==> src/rtl/cpu_ctrl_pkg.sv <==
// cpu_ctrl_pkg: shared encodings for the multi-cycle control path.
//   - FSM state encoding (also exported on the debug bus)
//   - RV32I opcode constants for the supported subset
//   - ALU function codes, pc_src / wb_sel / trap_cause codes
//   - opcode_legal(): membership test for the supported opcode set
package cpu_ctrl_pkg;

  typedef enum logic [2:0] {
    FETCH  = 3'd0,
    DECODE = 3'd1,
    EXEC   = 3'd2,
    MEM    = 3'd3,
    WB     = 3'd4,
    TRAP   = 3'd5
  } state_e;

  localparam logic [6:0] OPC_R      = 7'b0110011;
  localparam logic [6:0] OPC_IALU   = 7'b0010011;
  localparam logic [6:0] OPC_LOAD   = 7'b0000011;
  localparam logic [6:0] OPC_STORE  = 7'b0100011;
  localparam logic [6:0] OPC_BRANCH = 7'b1100011;
  localparam logic [6:0] OPC_JAL    = 7'b1101111;
  localparam logic [6:0] OPC_LUI    = 7'b0110111;

  typedef enum logic [3:0] {
    ALU_ADD  = 4'd0,
    ALU_SUB  = 4'd1,
    ALU_AND  = 4'd2,
    ALU_OR   = 4'd3,
    ALU_XOR  = 4'd4,
    ALU_SLL  = 4'd5,
    ALU_SRL  = 4'd6,
    ALU_SRA  = 4'd7,
    ALU_SLT  = 4'd8,
    ALU_SLTU = 4'd9
  } alu_op_e;

  localparam logic [1:0] PC_PLUS4  = 2'd0;
  localparam logic [1:0] PC_BRANCH = 2'd1;
  localparam logic [1:0] PC_JUMP   = 2'd2;

  localparam logic [1:0] WB_ALU  = 2'd0;
  localparam logic [1:0] WB_MEM  = 2'd1;
  localparam logic [1:0] WB_PC4  = 2'd2;
  localparam logic [1:0] WB_IMM  = 2'd3;

  localparam logic [1:0] CAUSE_NONE    = 2'd0;
  localparam logic [1:0] CAUSE_ILLEGAL = 2'd1;
  localparam logic [1:0] CAUSE_TIMEOUT = 2'd2;

  function automatic logic opcode_legal(input logic [6:0] opc);
    case (opc)
      OPC_R, OPC_IALU, OPC_LOAD, OPC_STORE,
      OPC_BRANCH, OPC_JAL, OPC_LUI: opcode_legal = 1'b1;
      default:                      opcode_legal = 1'b0;
    endcase
  endfunction

endpackage

==> src/rtl/multicycle_ctrl_unit_alu_op_decode.sv <==
// alu_op_decode: combinational opcode/funct3/funct7b5 -> ALU function.
//   opcode_i   : registered instr[6:0]
//   funct3_i   : registered instr[14:12]
//   funct7b5_i : registered instr[30]
//   alu_op_o   : ALU function code (cpu_ctrl_pkg::alu_op_e)
module alu_op_decode
  import cpu_ctrl_pkg::*;
(
  input  logic [6:0] opcode_i,
  input  logic [2:0] funct3_i,
  input  logic       funct7b5_i,
  output logic [3:0] alu_op_o
);

  always_comb begin
    alu_op_o = ALU_ADD;
    case (opcode_i)
      OPC_R, OPC_IALU: begin
        case (funct3_i)
          // ADDI has no SUB form: bit 30 is part of the immediate there
          3'b000:  alu_op_o = (opcode_i == OPC_R && funct7b5_i) ? ALU_SUB : ALU_ADD;
          3'b001:  alu_op_o = ALU_SLL;
          3'b010:  alu_op_o = ALU_SLT;
          3'b011:  alu_op_o = ALU_SLTU;
          3'b100:  alu_op_o = ALU_XOR;
          3'b101:  alu_op_o = funct7b5_i ? ALU_SRA : ALU_SRL;
          3'b110:  alu_op_o = ALU_OR;
          default: alu_op_o = ALU_AND;
        endcase
      end
      OPC_BRANCH: begin
        case (funct3_i[2:1])
          2'b10:   alu_op_o = ALU_SLT;
          2'b11:   alu_op_o = ALU_SLTU;
          default: alu_op_o = ALU_SUB;
        endcase
      end
      default: alu_op_o = ALU_ADD;
    endcase
  end

endmodule

==> src/rtl/multicycle_ctrl_unit.sv <==
// multicycle_ctrl_unit: FETCH/DECODE/EXEC/MEM/WB sequencer sharing one
// memory port, with ready handshake + bus timeout, illegal-opcode trap and
// a retired-instruction counter.
//   clk, reset                : clock, synchronous active-high reset
//   opcode, funct3, funct7b5  : instruction fields (captured in DECODE)
//   br_taken                  : branch condition during EXEC
//   mem_ready                 : memory completes current request
//   mem_req/mem_we/addr_sel   : memory port control
//   ir_we/pc_we/pc_src        : IR and PC update control
//   alu_op/alu_src            : ALU control
//   reg_wr/wb_sel             : register write-back control
//   state_o/instret/trap/trap_cause : status and debug
module multicycle_ctrl_unit
  import cpu_ctrl_pkg::*;
#(
  parameter int unsigned ALU_OP_W    = 4,
  parameter int unsigned TIMEOUT_W   = 8,
  parameter int unsigned TIMEOUT_MAX = 255,
  parameter int unsigned CNT_W       = 32
) (
  input  logic                clk,
  input  logic                reset,
  input  logic [6:0]          opcode,
  input  logic [2:0]          funct3,
  input  logic                funct7b5,
  input  logic                br_taken,
  input  logic                mem_ready,
  output logic                mem_req,
  output logic                mem_we,
  output logic                addr_sel,
  output logic                ir_we,
  output logic                pc_we,
  output logic [1:0]          pc_src,
  output logic [ALU_OP_W-1:0] alu_op,
  output logic                alu_src,
  output logic                reg_wr,
  output logic [1:0]          wb_sel,
  output logic [2:0]          state_o,
  output logic [CNT_W-1:0]    instret,
  output logic                trap,
  output logic [1:0]          trap_cause
);

  localparam logic [TIMEOUT_W-1:0] WAIT_LIMIT = TIMEOUT_W'(TIMEOUT_MAX - 1);

  state_e               state_q, state_d;
  logic [6:0]           opc_q, opc_d;
  logic [2:0]           f3_q, f3_d;
  logic                 f7b5_q, f7b5_d;
  logic [TIMEOUT_W-1:0] wait_q, wait_d;
  logic [CNT_W-1:0]     instret_q, instret_d;
  logic                 trap_q, trap_d;
  logic [1:0]           cause_q, cause_d;

  logic [3:0] dec_op;
  logic       req_s, we_s, irwe_s, pcwe_s, regwr_s;
  logic       hs, timeout_hit;

  alu_op_decode u_alu_op_decode (
    .opcode_i   (opc_q),
    .funct3_i   (f3_q),
    .funct7b5_i (f7b5_q),
    .alu_op_o   (dec_op)
  );

  // Request is a pure function of state, so the handshake and the timeout
  // decision can be resolved once, ahead of the per-state logic.
  assign req_s       = (state_q == FETCH) || (state_q == MEM);
  assign hs          = req_s && mem_ready;
  assign timeout_hit = req_s && !mem_ready && (wait_q == WAIT_LIMIT);

  always_comb begin
    state_d   = state_q;
    opc_d     = opc_q;
    f3_d      = f3_q;
    f7b5_d    = f7b5_q;
    instret_d = instret_q;
    trap_d    = trap_q;
    cause_d   = cause_q;
    wait_d    = hs ? '0 : (req_s ? wait_q + TIMEOUT_W'(1) : wait_q);

    we_s     = 1'b0;
    irwe_s   = 1'b0;
    pcwe_s   = 1'b0;
    regwr_s  = 1'b0;
    addr_sel = 1'b0;
    pc_src   = PC_PLUS4;
    alu_op   = '0;
    alu_src  = 1'b0;
    wb_sel   = WB_ALU;

    case (state_q)
      FETCH: begin
        if (hs) begin
          irwe_s  = 1'b1;
          pcwe_s  = 1'b1;
          state_d = DECODE;
        end else if (timeout_hit) begin
          state_d = TRAP;
          trap_d  = 1'b1;
          cause_d = CAUSE_TIMEOUT;
        end
      end
      DECODE: begin
        opc_d  = opcode;
        f3_d   = funct3;
        f7b5_d = funct7b5;
        if (opcode_legal(opcode)) begin
          state_d = EXEC;
        end else begin
          state_d = TRAP;
          trap_d  = 1'b1;
          cause_d = CAUSE_ILLEGAL;
        end
      end
      EXEC: begin
        alu_op = ALU_OP_W'(dec_op);
        case (opc_q)
          OPC_R:    state_d = WB;
          OPC_IALU: begin alu_src = 1'b1; state_d = WB;  end
          OPC_LOAD,
          OPC_STORE: begin alu_src = 1'b1; state_d = MEM; end
          OPC_BRANCH: begin
            if (br_taken) begin
              pcwe_s = 1'b1;
              pc_src = PC_BRANCH;
            end
            instret_d = instret_q + CNT_W'(1);
            state_d   = FETCH;
          end
          OPC_JAL: begin
            pcwe_s  = 1'b1;
            pc_src  = PC_JUMP;
            state_d = WB;
          end
          OPC_LUI: state_d = WB;
          default: begin
            state_d = TRAP;
            trap_d  = 1'b1;
            cause_d = CAUSE_ILLEGAL;
          end
        endcase
      end
      MEM: begin
        addr_sel = 1'b1;
        we_s     = (opc_q == OPC_STORE);
        if (hs) begin
          if (opc_q == OPC_STORE) begin
            instret_d = instret_q + CNT_W'(1);
            state_d   = FETCH;
          end else begin
            state_d = WB;
          end
        end else if (timeout_hit) begin
          state_d = TRAP;
          trap_d  = 1'b1;
          cause_d = CAUSE_TIMEOUT;
        end
      end
      WB: begin
        regwr_s = 1'b1;
        case (opc_q)
          OPC_LOAD: wb_sel = WB_MEM;
          OPC_JAL:  wb_sel = WB_PC4;
          OPC_LUI:  wb_sel = WB_IMM;
          default:  wb_sel = WB_ALU;
        endcase
        instret_d = instret_q + CNT_W'(1);
        state_d   = FETCH;
      end
      TRAP:    state_d = TRAP;
      default: state_d = FETCH;
    endcase
  end

  always_ff @(posedge clk) begin
    if (reset) begin
      state_q   <= FETCH;
      opc_q     <= '0;
      f3_q      <= '0;
      f7b5_q    <= 1'b0;
      wait_q    <= '0;
      instret_q <= '0;
      trap_q    <= 1'b0;
      cause_q   <= CAUSE_NONE;
    end else begin
      state_q   <= state_d;
      opc_q     <= opc_d;
      f3_q      <= f3_d;
      f7b5_q    <= f7b5_d;
      wait_q    <= wait_d;
      instret_q <= instret_d;
      trap_q    <= trap_d;
      cause_q   <= cause_d;
    end
  end

  // Strobes are forced low while reset is held, independent of state.
  assign mem_req    = req_s   & ~reset;
  assign mem_we     = we_s    & ~reset;
  assign ir_we      = irwe_s  & ~reset;
  assign pc_we      = pcwe_s  & ~reset;
  assign reg_wr     = regwr_s & ~reset;
  assign state_o    = state_q;
  assign instret    = instret_q;
  assign trap       = trap_q;
  assign trap_cause = cause_q;

endmodule

==> config.mk <==
export PLATFORM = sky130hd
export DESIGN_NAME = multicycle_ctrl_unit
export DESIGN_NICKNAME = d
export VERILOG_FILES = /design/src/rtl/cpu_ctrl_pkg.sv /design/src/rtl/multicycle_ctrl_unit_alu_op_decode.sv /design/src/rtl/multicycle_ctrl_unit.sv
export SDC_FILE = /design/constraint.sdc
export NUM_CORES = 1
export LEC_CHECK = 0
export BUFFER_PORTS_ARGS = -buffer_cell sky130_fd_sc_hd__buf_4
export CAP_MARGIN = 25
export CORE_AREA = 5 5 67 99
export DETAILED_ROUTE_END_ITERATION = 8
export DIE_AREA = 0 0 72 104
export PLACE_DENSITY = 0.93
export SLEW_MARGIN = 25
export SYNTH_ARGS = -nofsm -noshare
export SYNTH_HDL_FRONTEND = slang
export SYNTH_SLANG_ARGS = --single-unit
==> constraint.sdc <==
create_clock -name clk -period 4.5 [get_ports clk]
set_input_delay 0.225 -clock clk [delete_from_list [all_inputs] [get_ports clk]]
set_output_delay 0.225 -clock clk [all_outputs]
set_load 0.05 [all_outputs]
**Yosys cells after proc, flatten, opt, wreduce, memory -nomap -nowiden**

Cells that the tools add are included.

- Output and inout bits: 53
- Input port bits: 15
- Word-level logic and storage cells: 115
- Flip-flop bits (word level): 57

- Reduce and logical (&&, ||, !) cells: 20
- Equal/unequal tests: 35
- Add/sub/neg operators: 2
- Bitwise gates (word level): 6
- Multiplexer cells: 44

Operators with widths:

| kind | number |
|---|---|
| $mux 32 | 3 |
| $pmux 32 s3 | 1 |
| $eq 7x6->1 const B | 6 |
| $add 32x1->32 const B | 1 |
| $eq 7x7->1 const B | 4 |
| $pmux 4 s7 | 1 |
| $mux 1 | 17 |
| $pmux 4 s2 | 2 |
| $eq 3x3->1 const B | 5 |
| $mux 3 | 5 |
| $pmux 3 s5 | 1 |
| $eq 7x2->1 const B | 2 |
| $eq 7x5->1 const B | 2 |
| $reduce_or 7->1 | 2 |
| $eq 3x2->1 const B | 4 |
| $mux 2 | 6 |
| $pmux 2 s3 | 2 |
| $pmux 3 s3 | 1 |
| $add 8x1->8 const B | 1 |
| $eq 8x8->1 const B | 1 |
| $ne 2x2->1 const B | 4 |
| $reduce_or 2->1 | 4 |
| $eq 3x1->1 const B | 2 |
| $logic_not 3->1 | 2 |
| other kinds (16) | 28 |

**Depth between registers and ports, before layout**

- Depth after elaboration: 7
- Gate-level depth with buffers: 8
- Gate-level depth less buffers: 7

**Modules after synthesis**

A second synthesis with hierarchy kept.

- Cell total of the unflattened synthesis: 367
- Area total of the unflattened synthesis: 3030.4 um^2

By module, submodules not included:

| module | instances | cells each | area an instance (um^2) | seq. area each (um^2) |
|---|---|---|---|---|
| multicycle_ctrl_unit | 1 | 349 | 2920.3 | 1141.1 |
| alu_op_decode | 1 | 18 | 110.1 | 0.0 |

**Worst setup path before layout**

OpenSTA, ideal clock, no wires.

- Path type: register to output
- From: reg state_q[1] (netlist: state_o[1])
- To: out pc_we
- Data arrival time: 4405 ps
- Required time: 4275 ps
- Path slack: -130 ps
- Buffers on the path: 1
- Stages on the path, launching flop included: 6
- Path through: dfxtp_1 or3b_1 clkbuf_1 nor4_1 a311oi_1 nor4_1

- Longest elaborated chain between the ends: 6
- Elaborated cells between the ends (all ways): 8
- Those cells by class: eq/ne (2); mux (2); bitwise (1); reduce/logical (3)

RTL lines:

| what | RTL line | text |
|---|---|---|
| from (decl) | multicycle_ctrl_unit.sv:46 | `state_e state_q, state_d;` |
| from (signal assigned) | multicycle_ctrl_unit.sv:187 | `state_q <= state_d;` |
| $eq 3x2->1 / $logic_not 3->1 (equally long branches) | multicycle_ctrl_unit.sv:68, multicycle_ctrl_unit.sv:92 |  |
| $logic_or 1x1->1 | multicycle_ctrl_unit.sv:68 | `assign req_s = (state_q == FETCH) \|\| (state_q == MEM);` |
| $logic_and 1x1->1 | multicycle_ctrl_unit.sv:69 | `assign hs = req_s && mem_ready;` |
| $mux 1 | multicycle_ctrl_unit.sv:94 | `if (hs) begin` |
| $pmux 1 s2 (*) | multicycle_ctrl_unit.sv:92 | `case (state_q)` |
| $and 1x1->1 (*) | multicycle_ctrl_unit.sv:202 | `assign pc_we = pcwe_s & ~reset;` |
| to (decl) | multicycle_ctrl_unit.sv:32 | `output logic pc_we,` |

Every way passes the cells marked *; elsewhere a longest branch is shown, timed or not.

**Final worst setup path**

Same ends and word-level chain as after synthesis.

==> impl_metrics.ini <==
[sta]
final_max_slew_viol_count = 0
setup_viol = 0
worst_slew_pin_slew_ns = 0.794
period_share_pct = 60.6
whs_ns = 0.108
finalHoldViolations = 0
period_minus_slack_ns = 2.73
max_freq_ghz = 0.367
skew_ns = 0.00509
rsz0062_at_grt = false
tns_ns = 0
setup_slack_ns = 1.77
slew_headroom_pct = 46.7

[logic_synthesis]
synth_ff_type = dfxtp_1
syn_area_per_cell_um2 = 8.18
syn_inst = 394
ys_ff_latch = 57
ys_types = 64
yosys_warnings = 0
synth_top_area_cell = dfxtp_1
ys_seq_area_share_pct = 35.4
synthTopCellsByArea = dfxtp_1 35%, nor2_1 5.4%, a21oi_1 4.2%, nand2_1 3.6%, o21ai_0 3.0%
async_reset_ff_share_pct = 0
synth_top_cell_area_share_pct = 35.4
syn_area_um2 = 3220
synth-edff-count = 0
synth_nets = 412

[job]
cap_violations = 0

[placement]
place_ws_ns = 1.92
placed_cell_area_um2 = 3730
post-place-cells = 513
place_hpwl_um = 5990
place.gp.congestion = 0.939
io_buffers = 67

[grt]
grt_pass1_vias = 3035
grt_antenna_before_repair = 0
grt_max_degree = 51
grt_usage_pct = 23.0
grt_pass1_wl_um = 13900
grt_overflow = 0

[clocking]
ctsHoldBuffers = 0
worstSkewPairLatency_ns = 0.35
post_cts_buffers = 0
ctsResizeCount = 0
cts_tree = yes
htree_levels = 3
cts_buffers = 9
clockBufferDepth = 2
cts_sinks = 57
ctsRootBufferMaster = clkbuf_8
clk_pin_slew_ns = 0.06

[pwr]
pwr-share-seq_pct = 44.0
leakage_nw = 1.48
irDropWorstVdd_v = 0.000309
internal_power_mw = 0.905
p_sw_mw = 0.438
swShare_pct = 32.6
power.density_nw_per_um2 = 342
p_comb_share_pct = 20.3
p_clk_share_pct = 35.7

[floorplan]
die_y_um = 104
dieArea_um2 = 7490
ios = 68
fp-row-count = 34
start_util_pct = 56.5
design.core.area_um2 = 5700
die_x_um = 72

[final_layout]
final_cell_area_um2 = 3920
mostFrequentLayoutCells = 67 x buf_4, 57 x dfxtp_1, 46 x nor2_1, 31 x nand2_1, 27 x a21oi_1
syn_to_final_growth_pct = 21.8
final_common_cell = buf_4
layout.cells.non_filler = 529
nets = 470
layout-drive-gt1-share_pct = 21.9
insertedDiodeCount = 0

[setup_path]
crit_start = state_o[1]
cp_max_fo = 13
r2r_start = opc_q[3]
end_kind = primary output
startpoint_type = register
path_class = register to primary output
cp_data_required_time_ns = 4.28
arrival_ns = 2.50

[status]
status = complete, no violations

[route]
drt.antenna.violating_nets = 0
post_drt_wl_per_cell_um = 15.8
vias_per_cell = 6.18
drt_wl_total_um = 8360
drtPass1Iterations = 5
route.vias.total = 3268
drtIter0Drc = 312
drc = 0

[min_path]
holdCritStartpoint = funct3[0]
hp-class = input pin to register
[layout make-up]
class	instances	area (um2)
multi-input cells	301	1930
inverters	16	60.1
well taps	72	90.1
repair buffers	67	503
clock inverters	5	55.1
fillers	482	1780
flip-flops and latches	57	1140
clock buffers	11	141
[power by group through the flow]
stage                     logic [mW]  clock network, mW  registers [mW]
final                          0.272              0.480           0.591
after global routing           0.295              0.509           0.599
after CTS                      0.273              0.486           0.590
after detailed placement       0.272                  0           0.601
after global placement         0.266                  0           0.597
after floorplan                0.192                  0           0.611
[worst max-delay path, cell delays in order, from the launching register on]
cell	delay (ns)
dfxtp_1	0.64
or3b_1	0.54
nor4_2	0.42
a311oi_1	0.08
nor4_1	0.22
buf_4	0.25
[path summary, 6_finish.rpt]
path	end	slack (ns)	cells after the start
worst min register to register	trap_cause[0]	0.48	2
worst max register to register	instret[30]	1.88	5
worst max-delay path	pc_we	1.77	5
worst min-delay path	f3_q[0]	0.11	3
[routing by layer]
metal,up-vias,share of wire (%),track usage [%]
li1,1566,-,-
met1,1557,38,25.0
met2,121,53,40.1
met3,24,6.1,6.19
met4,0,2.8,11.2
met5,-,0,0
[Yosys cell counts (2+ instances only)]
cell       count
dfxtp_1       57
nor2_1        46
nand2_1       31
a21oi_1       27
o21ai_0       19
nand3_1       18
inv_1         16
nand4_1       12
or3_1         12
o31ai_1       11
clkbuf_1      10
nor3_1        10
mux2i_1        9
xor2_1         9
or4_1          8
nor2b_1        7
nor4_1         6
buf_2          5
or2_2          5
and3_1         4
and2_1         3
and4_1         3
ha_1           3
nand2b_1       3
o211ai_1       3
o21a_1         3
o31a_1         3
xnor2_1        3
a2111oi_0      2
a211o_1        2
a31oi_1        2
buf_1          2
buf_6          2
mux2_2         2
nand3_2        2
nand3b_1       2
nor3b_2        2
nor4_4         2
o41ai_1        2
or3b_1         2
[cell families (layout without fill, tap and decap cells)]
kind of cell / after synthesis / count (layout) / share of synthesized area, %
buffers and inverters: 36 / 99 / 4.97
AOI/OAI and AO/OA: 90 / 90 / 19.8
muxes: 11 / 11 / 3.50
adders and majority gates: 3 / 3 / 1.17
and+or+nand+nor: 185 / 185 / 31.9
DFF: 57 / 57 / 35.4
xor gates and xnor gates: 12 / 12 / 3.26
[state kept, by name (all words and copies together) (netlist names)]
name	count
f7b5_q	1
state_o	3
instret	32
wait_q	8
trap_cause	2
f3_q	3
opc_q	7
trap	1
[per-stage QoR]
step | power [mW] | utilization [%]
floorplan | 0.803 | -
detailed placement | 0.873 | 65.4
CTS | 1.35 | 68.8
global route | 1.40 | 68.8
finish | 1.34 | 68.8
global placement | 0.863 | 65.3
No activity file was read; power rests on OpenSTA's default activity.
